$ cat src/rtl/imm_gen_pipe.sv
// Registered immediate generator with a 2-entry skid buffer (main M + skid K).
// Optional CSR-immediate (Z format) decode enabled by defining IMMGEN_ZICSR_EN.
module imm_gen_pipe #(
  parameter int XLEN  = 32,
  parameter int TAG_W = 32
) (
  input  logic             clk,
  input  logic             rst_n,
  input  logic             flush,
  input  logic             in_valid,
  output logic             in_ready,
  input  logic [31:0]      in_instr,
  input  logic [TAG_W-1:0] in_tag,
  output logic             out_valid,
  input  logic             out_ready,
  output logic [XLEN-1:0]  out_imm,
  output logic [2:0]       out_fmt,
  output logic [31:0]      out_instr,
  output logic [TAG_W-1:0] out_tag
);

  typedef enum logic [2:0] {
    FMT_I    = 3'd0,
    FMT_S    = 3'd1,
    FMT_B    = 3'd2,
    FMT_U    = 3'd3,
    FMT_J    = 3'd4,
    FMT_Z    = 3'd5,
    FMT_NONE = 3'd7
  } fmt_e;

  localparam logic [6:0] OP_LOAD   = 7'b0000011;
  localparam logic [6:0] OP_OPIMM  = 7'b0010011;
  localparam logic [6:0] OP_JALR   = 7'b1100111;
  localparam logic [6:0] OP_SYSTEM = 7'b1110011;
  localparam logic [6:0] OP_STORE  = 7'b0100011;
  localparam logic [6:0] OP_BRANCH = 7'b1100011;
  localparam logic [6:0] OP_LUI    = 7'b0110111;
  localparam logic [6:0] OP_AUIPC  = 7'b0010111;
  localparam logic [6:0] OP_JAL    = 7'b1101111;

  typedef struct packed {
    logic [XLEN-1:0]  imm;
    fmt_e             fmt;
    logic [31:0]      instr;
    logic [TAG_W-1:0] tag;
  } entry_t;

  logic [31:0]     imm32;
  fmt_e            fmt_d;
  logic [XLEN-1:0] imm_ext;
  entry_t          in_entry;
  entry_t          m_q, k_q;
  logic            m_valid, k_valid;
  logic            accept, m_free;

  // NOTE: every always_comb output gets a default first so no path can infer a latch.
  always_comb begin
    fmt_d = FMT_NONE;
    imm32 = '0;
    case (in_instr[6:0])
      OP_LOAD, OP_OPIMM, OP_JALR: begin
        fmt_d = FMT_I;
        imm32 = {{20{in_instr[31]}}, in_instr[31:20]};
      end
      OP_SYSTEM: begin
`ifdef IMMGEN_ZICSR_EN
        if (in_instr[14]) begin
          fmt_d = FMT_Z;
          imm32 = {27'b0, in_instr[19:15]};
        end else begin
          fmt_d = FMT_I;
          imm32 = {{20{in_instr[31]}}, in_instr[31:20]};
        end
`else
        fmt_d = FMT_I;
        imm32 = {{20{in_instr[31]}}, in_instr[31:20]};
`endif
      end
      OP_STORE: begin
        fmt_d = FMT_S;
        imm32 = {{20{in_instr[31]}}, in_instr[31:25], in_instr[11:7]};
      end
      OP_BRANCH: begin
        fmt_d = FMT_B;
        imm32 = {{19{in_instr[31]}}, in_instr[31], in_instr[7], in_instr[30:25],
                 in_instr[11:8], 1'b0};
      end
      OP_LUI, OP_AUIPC: begin
        fmt_d = FMT_U;
        imm32 = {in_instr[31:12], 12'b0};
      end
      OP_JAL: begin
        fmt_d = FMT_J;
        imm32 = {{11{in_instr[31]}}, in_instr[31], in_instr[19:12], in_instr[20],
                 in_instr[30:21], 1'b0};
      end
      default: begin
        fmt_d = FMT_NONE;
        imm32 = '0;
      end
    endcase
  end

  // Z immediates have bit 31 clear, so sign extension doubles as zero extension.
  generate
    if (XLEN > 32) begin : g_wide
      assign imm_ext = {{(XLEN-32){imm32[31]}}, imm32};
    end else begin : g_narrow
      assign imm_ext = imm32;
    end
  endgenerate

  assign in_entry = '{imm: imm_ext, fmt: fmt_d, instr: in_instr, tag: in_tag};

  assign in_ready = !k_valid;
  assign accept   = in_valid && in_ready;
  assign m_free   = !m_valid || out_ready;

  // NOTE: state uses non-blocking assignments so every register samples pre-edge values.
  // NOTE: payload registers are reset too, because the outputs must read zero out of reset.
  always_ff @(posedge clk or negedge rst_n) begin
    if (!rst_n) begin
      m_valid <= 1'b0;
      k_valid <= 1'b0;
      m_q     <= '0;
      k_q     <= '0;
    end else if (flush) begin
      m_valid <= 1'b0;
      k_valid <= 1'b0;
    end else if (m_free) begin
      if (k_valid) begin
        m_q     <= k_q;
        m_valid <= 1'b1;
        k_valid <= accept;
        if (accept) k_q <= in_entry;
      end else begin
        m_valid <= accept;
        if (accept) m_q <= in_entry;
      end
    end else if (accept) begin
      k_q     <= in_entry;
      k_valid <= 1'b1;
    end
  end

  assign out_valid = m_valid;
  assign out_imm   = m_q.imm;
  assign out_fmt   = m_q.fmt;
  assign out_instr = m_q.instr;
  assign out_tag   = m_q.tag;

endmodule

$ cat config.mk
export PLATFORM = sky130hd
export DESIGN_NAME = imm_gen_pipe
export DESIGN_NICKNAME = d
export VERILOG_FILES = /design/src/rtl/imm_gen_pipe.sv
export SDC_FILE = /design/constraint.sdc
export NUM_CORES = 1
export LEC_CHECK = 0
export BUFFER_PORTS_ARGS = -buffer_cell sky130_fd_sc_hd__buf_2
export CAP_MARGIN = 10
export CORE_ASPECT_RATIO = 1.75
export CORE_UTILIZATION = 55
export DETAILED_ROUTE_END_ITERATION = 8
export PLACE_DENSITY_LB_ADDON = 0.05
export SETUP_SLACK_MARGIN = 0.1
export SLEW_MARGIN = 10
export SYNTH_ARGS = -nofsm -noshare
export SYNTH_HDL_FRONTEND = slang
export SYNTH_SLANG_ARGS = --single-unit
$ cat constraint.sdc
create_clock -name clk -period 2.32 [get_ports clk]
set_input_delay 0.232 -clock clk [delete_from_list [all_inputs] [get_ports clk]]
set_output_delay 0.232 -clock clk [all_outputs]
set_load 0.005 [all_outputs]
==> results of run 1 <==
[per-layer routing]
layer	part of all wire	routed length, um	global-route usage
met1	0.42	9700	0.363
met2	0.52	11800	0.493
met3	0.039	891	0.0439
met4	0.021	471	0.104
met5	0	0	0
[cell families (layout without fill, tap and decap cells)]
logic type             count (synthesis)  in the layout  share of synthesized area
AND/OR/NAND/NOR                      441            441                      0.218
AO/OA/AOI/OAI                        177            177                      0.119
flip-flops                           200            200                      0.553
buffers and inverters                 84            268                     0.0398
multiplexers                          64             64                     0.0708
[worst min path at each step]
stage	cells after the start	from	to
5_1_grt	3	in_tag[27]	k_q[27]$_DFFE_PN0P_
2_1_floorplan	0	rst_n	k_q[0]$_DFFE_PN0P_
3_5_place_dp	1	rst_n	out_tag[21]$_DFFE_PN0P_
4_1_cts	3	in_tag[4]	k_q[4]$_DFFE_PN0P_
3_3_place_gp	1	rst_n	out_tag[21]$_DFFE_PN0P_
6_report	3	in_tag[4]	k_q[4]$_DFFE_PN0P_
[report_power, final]
| group | total [mW] | internal, mW | switching [mW] |
|---|---|---|---|
| combinational | 1.44 | 0.643 | 0.795 |
| clock | 3.07 | 1.64 | 1.43 |
| sequential | 4.43 | 4.11 | 0.320 |
[cell usage in the layout, fill, tap and decap left out, drive strengths merged, types with 3 or more instances in the layout]
cell	synthesis	layout
inv	7	13
dfrtp	200	200
clkbuf	50	18
nor3	30	30
a31oi	4	4
a32oi	4	4
a2111oi	10	10
nand2	287	287
or3b	3	3
or3	3	3
o21ai	85	85
nand3	25	25
and4	10	10
nand4	13	13
clkinv	0	6
a211oi	7	7
o22ai	3	3
buf	27	201
nor2	38	38
nand2b	5	5
nand4b	3	3
a21oi	34	34
dlygate4sd3	0	27
o211ai	6	6
nor4	9	9
mux2i	64	64
o21bai	8	8
nor2b	5	5
a22oi	3	3
o2111ai	6	6
[worst reg2reg max path, cell delays in order, from the launching register on]
cell	delay, ns
dfrtp_1	0.38
nor2b_1	0.19
buf_4	0.24
nand3_4	0.13
a211oi_1	0.67
a21oi_1	0.11
[state kept, by name (all words and copies together), names as in the netlist]
register	flops
k_q	99
k_valid	1
out_fmt	3
out_imm	32
out_instr	32
out_tag	32
out_valid	1
[stage by stage]
stage / cell area [um^2] / util / setup slack (ns) / power, mW / instances
4_1_cts: 11100 / 0.694 / 0.280 / 9.01 / 1339
3_3_place_gp: 10200 / 0.638 / 0.326 / 5.85 / 1280
5_1_grt: 11100 / 0.694 / 0.235 / 9.39 / 1339
2_1_floorplan: 9050 / - / 0.644 / 5.22 / 966
6_report: 11100 / 0.694 / 0.296 / 8.93 / 1339
3_5_place_dp: 10200 / 0.638 / 0.330 / 5.91 / 1280
[timing repair]
action / in CTS / in global routing
hold endpoints to repair: 93 / 0
hold buffers: 27 / 0
buffers inserted: 0 / 0
[area by class of cell]
cell class                 count  area share
sequential                   200       0.453
timing repair buffer         229       0.132
inverter                       7     0.00238
multi-input combinational    682       0.336
clock inverter                15      0.0169
clock buffer                  17      0.0385
tap                          189      0.0214
==> impl_metrics.tcl, run 1 <==
set metrics [dict create \
    ys_top_cells_by_area "dfrtp_1, nand2_1, mux2i_1, o21ai_1, clkbuf_1" \
    fmax_ghz 0.494 \
    wl_mm 22.8 \
    htreeDepth 4 \
    netlist_instances 966 \
    diodes 0 \
    die_y_um 172 \
    die_area_um2 17000 \
    core_um2 16000 \
    cts_made_buffers 17 \
    drc_errors 0 \
    crit_path_start "k_valid$_DFFE_PN0P_" \
    r2r_cells 5 \
    grt_use_total 0.286 \
    reg2reg_setup_slack_ns 0.46 \
    synth.avg_cell_area_um2 9.37 \
    cpPeakStageDelay_ns 0.50 \
    slowest_stage "dfrtp_4" \
    finalCritPeriodShare 0.873 \
    rsz0062_at_grt "false" \
    reg2reg_to "k_q[76]$_DFFE_PN0P_" \
    cap_violations 0 \
    cp-start-kind "flop" \
    clk_root_buffer_cell "clkbuf_16" \
    drtAntennaViolNets 0 \
    synth_edf_count 0 \
    drtIter0Drc 338 \
    cts.sinks 200 \
    hp-class "in -> reg" \
    syn_area_um2 9050 \
    setup_viol 0 \
    fin_worst_skew_ns 0.00887 \
    multi_input_area_um2 3720 \
    setup.worst_path.end_class "primary output" \
    path_cells "buf_4 -> inv_1 -> buf_2" \
    layout-area-overhead-vs-synth_pct 22.2 \
    worstPathMaxFanout 16 \
    drive_above_1_share 0.215 \
    worst_pin_slew_ns 0.817 \
    maxSlewViolCount 0 \
    critPathCapture "in_ready" \
    die_w_um 99.0 \
    cp_top_family "buffers and inverters" \
    portBuffers 169 \
    async_flop_share 1.00 \
    grt_pass1_vias 7418 \
    globalplace.congestion 0.877 \
    start_util 0.567 \
    clk_pin_slew_worst_paths_ns 0.07 \
    grt_max_degree 74 \
    crit_type "reg -> out" \
    leakage_nw 5.28 \
    ys_warn_count 0 \
    worstPathArrival_ns 1.79 \
    wl_per_cell_um 17.0 \
    status "finished, final reports clean" \
    relSlewSlack 0.452 \
    timing.hold.ws_ns 0.00422 \
    vias 7503 \
    tritoncts "built" \
    nFillCells 1315 \
    grt_overflow 0 \
    hold_viol 0 \
    synth_area_leader_cell "dfrtp_1" \
    rows 61 \
    min_period_ns 2.02 \
    synth_flop_cell "dfrtp_1" \
    required_ns 2.09 \
    p_per_area_nw_per_um2 807 \
    seq_area_um2 5010 \
    clock_latency_ns 0.44 \
    netlist_top_cells_count "nand2_1, dfrtp_1, o21ai_1" \
    ys_seq_area_frac 0.553 \
    grt_first_pass_wirelength_mm 37.8 \
    syn_nets 1035 \
    vias_per_cell 5.60 \
    cts_resized 0 \
    drt_first_pass_iters 5 \
    ys_ff_latch 200 \
    synth_cell_types 50 \
    critPathBufInv 3 \
    ioPinCount 170 \
    reg2reg_from "out_valid$_DFFE_PN0P_" \
    crit_cells 3 \
    antenna_found_initial 0 \
    synth_top_area_share 0.553 \
    ir_drop_mv 0.510 \
    synth_most_common_cell "nand2_1" \
    clockBufferDepth 2 \
    fin_setup_tns_ns 0 \
    final_nets 1206 \
    dpl.hpwl_mm 15.3 \
]
(Power assumes the default switching activity.)
==> run 2, diff against run 1 <==
- CORE_ASPECT_RATIO: 1.75 -> unset
- CORE_UTILIZATION: 55 -> 50
- REMOVE_ABC_BUFFERS: unset -> 1
==> run 2 against run 1 <==
  * Worst hold slack improved by 0.0022 ns
  * Setup slack better by 0.044 ns
  * Sequential power about the same
  * Combinational power is essentially flat
  * Die area grew 9.7%
  * Core utilization decreased by 6.2 points
  * Non-clock buffer count down 3
==> impl_metrics.tcl, run 2 (same netlist as run 1, synthesis figures left out) <==
set metrics [dict create \
    fin_worst_skew_ns 0.00863 \
    die_area_um2 18600 \
    drc_errors 0 \
    start_util 0.518 \
    crit_path_start "out_valid$_DFFE_PN0P_" \
    postLayoutCoreUtil 0.632 \
    worstPathArrival_ns 2.35 \
    layout_common_cells "nand2_1, dfrtp_1, buf_2" \
    clk_pin_slew_worst_paths_ns 0.07 \
    min_from "in_tag[3]" \
    cap_violations 0 \
    hold_buffers 21 \
    vias 7526 \
    clock_latency_ns 0.44 \
    reg2reg_from "out_valid$_DFFE_PN0P_" \
    top_register "k_q" \
    core_um2 17500 \
    post_cts.repair.setup_buffers 0 \
    p_per_area_nw_per_um2 803 \
    cts_resized 0 \
    mostFrequentLayoutCell "nand2_1" \
    grt_overflow 0 \
    drive_above_1_share 0.217 \
    cp-start-kind "flop" \
    grt_first_pass_wirelength_mm 37.0 \
    finalCritPeriodShare 0.854 \
    rsz0062_at_grt "false" \
    dp.cells 1319 \
    grt_use_total 0.258 \
    wl_per_cell_um 16.7 \
    clockPowerShare 0.339 \
    cell_internal_pwr_mw 6.36 \
    tritoncts "built" \
    grt_pass1_vias 7044 \
    crit_type "reg -> reg" \
    setup_viol 0 \
    ioPinCount 170 \
    grt_max_degree 67 \
    dpl.hpwl_mm 14.7 \
    antenna_found_initial 1 \
    hp-class "in -> reg" \
    die_w_um 137 \
    vias_per_cell 5.48 \
    leakage_nw 5.25 \
    wl_mm 23.0 \
    largest_reg_flops 99 \
    p_sw_mw 2.50 \
    drt_first_pass_iters 8 \
    seq_power_share 0.501 \
    portBuffers 169 \
    globalplace.congestion 0.813 \
    htreeDepth 4 \
    stdcell_count 1373 \
    layout-area-overhead-vs-synth_pct 22.0 \
    ir_drop_mv 0.532 \
    sw_frac_of_total 0.282 \
    comb_power_share 0.160 \
    final_nets 1203 \
    relSlewSlack 0.303 \
    drtAntennaViolNets 0 \
    status "finished, final reports clean" \
    cts_made_buffers 17 \
    cts.sinks 200 \
    rows 48 \
    clk_root_buffer_cell "clkbuf_16" \
    worstPathMaxFanout 51 \
    clockBufferDepth 2 \
    drtIter0Drc 504 \
    hold_viol 0 \
    setup.worst_path.end_class "flop" \
    required_ns 2.69 \
    maxSlewViolCount 0 \
    fmax_ghz 0.505 \
    worst_pin_slew_ns 1.05 \
    min_period_ns 1.98 \
    die_y_um 137 \
]
==> run 2: cell count changes in the layout (fill, tap and decap cells not counted), sizes merged <==
cell         before  now
clkinvlp          1    3
clkbuf           18   19
buf             201  204
diode             0    1
clkinv            6    3
dlygate4sd3      27   21
==> run 2: layer usage <==
metal	share of wire	wire (um)	vias to the layer above	global-route usage
met2	0.47	10900	214	0.411
met3	0.059	1350	23	0.0407
met1	0.45	10400	3632	0.361
met5	0	0	-	0
li1	-	-	3657	-
met4	0.013	307	0	0.0784
==> run 2: critical path, cell delays in order (launching register included) <==
cell,delay (ns)
dfrtp_1,0.36
nor2b_1,0.36
or3_4,0.62
buf_4,0.38
nand2_1,0.10
nand4_1,0.09
==> run 2: power groups by stage <==
stage / Sequential (mW) / Combinational (mW) / Clock (mW)
final: 4.44 / 1.41 / 3.00
after global routing: 4.51 / 1.62 / 3.16
after CTS: 4.44 / 1.44 / 3.05
after detailed placement: 4.51 / 1.41 / 0
after global placement: 4.49 / 1.37 / 0
after floorplan: 4.48 / 0.703 / 0
==> run 2: worst paths after layout <==
path / end / slack [ns] / cells after the start
worst max-delay path: out_imm[17]$_DFFE_PN0P_ / 0.34 / 5
worst min-delay path: k_q[3]$_DFFE_PN0P_ / 0.006 / 3
worst max register to register: out_imm[17]$_DFFE_PN0P_ / 0.34 / 5
worst min register to register: k_q[66]$_DFFE_PN0P_ / 0.47 / 1
max in group asynchronous: out_tag[12]$_DFFE_PN0P_ / 1.17 / 3
min in group asynchronous: k_q[9]$_DFFE_PN0P_ / 0.35 / 2
==> run 2: final cells by class <==
class	count	area [um^2]
Clock buffer	18	429
Multi-Input combinational cell	682	3720
Sequential cell	200	5010
Inverter	7	26.3
Clock inverter	14	160
Antenna cell	1	2.50
Fill cell	1548	6440
Timing Repair Buffer	226	1410
Tap cell	225	282
==> run 2: per-stage QoR <==
stage / hold slack, ns / instance area (um^2) / total power [mW] / setup slack (ns) / TNS, ns
after CTS: 0.0000550 / 11000 / 8.93 / 0.307 / 0
after global placement: 0.277 / 10200 / 5.86 / 0.418 / 0
after floorplan: -0.0636 / 8720 / 5.18 / -2.98 / -526.11
final: 0.00646 / 11000 / 8.86 / 0.340 / 0
after global routing: 0.0143 / 11000 / 9.30 / 0.136 / 0
after detailed placement: 0.277 / 10200 / 5.91 / 0.330 / 0
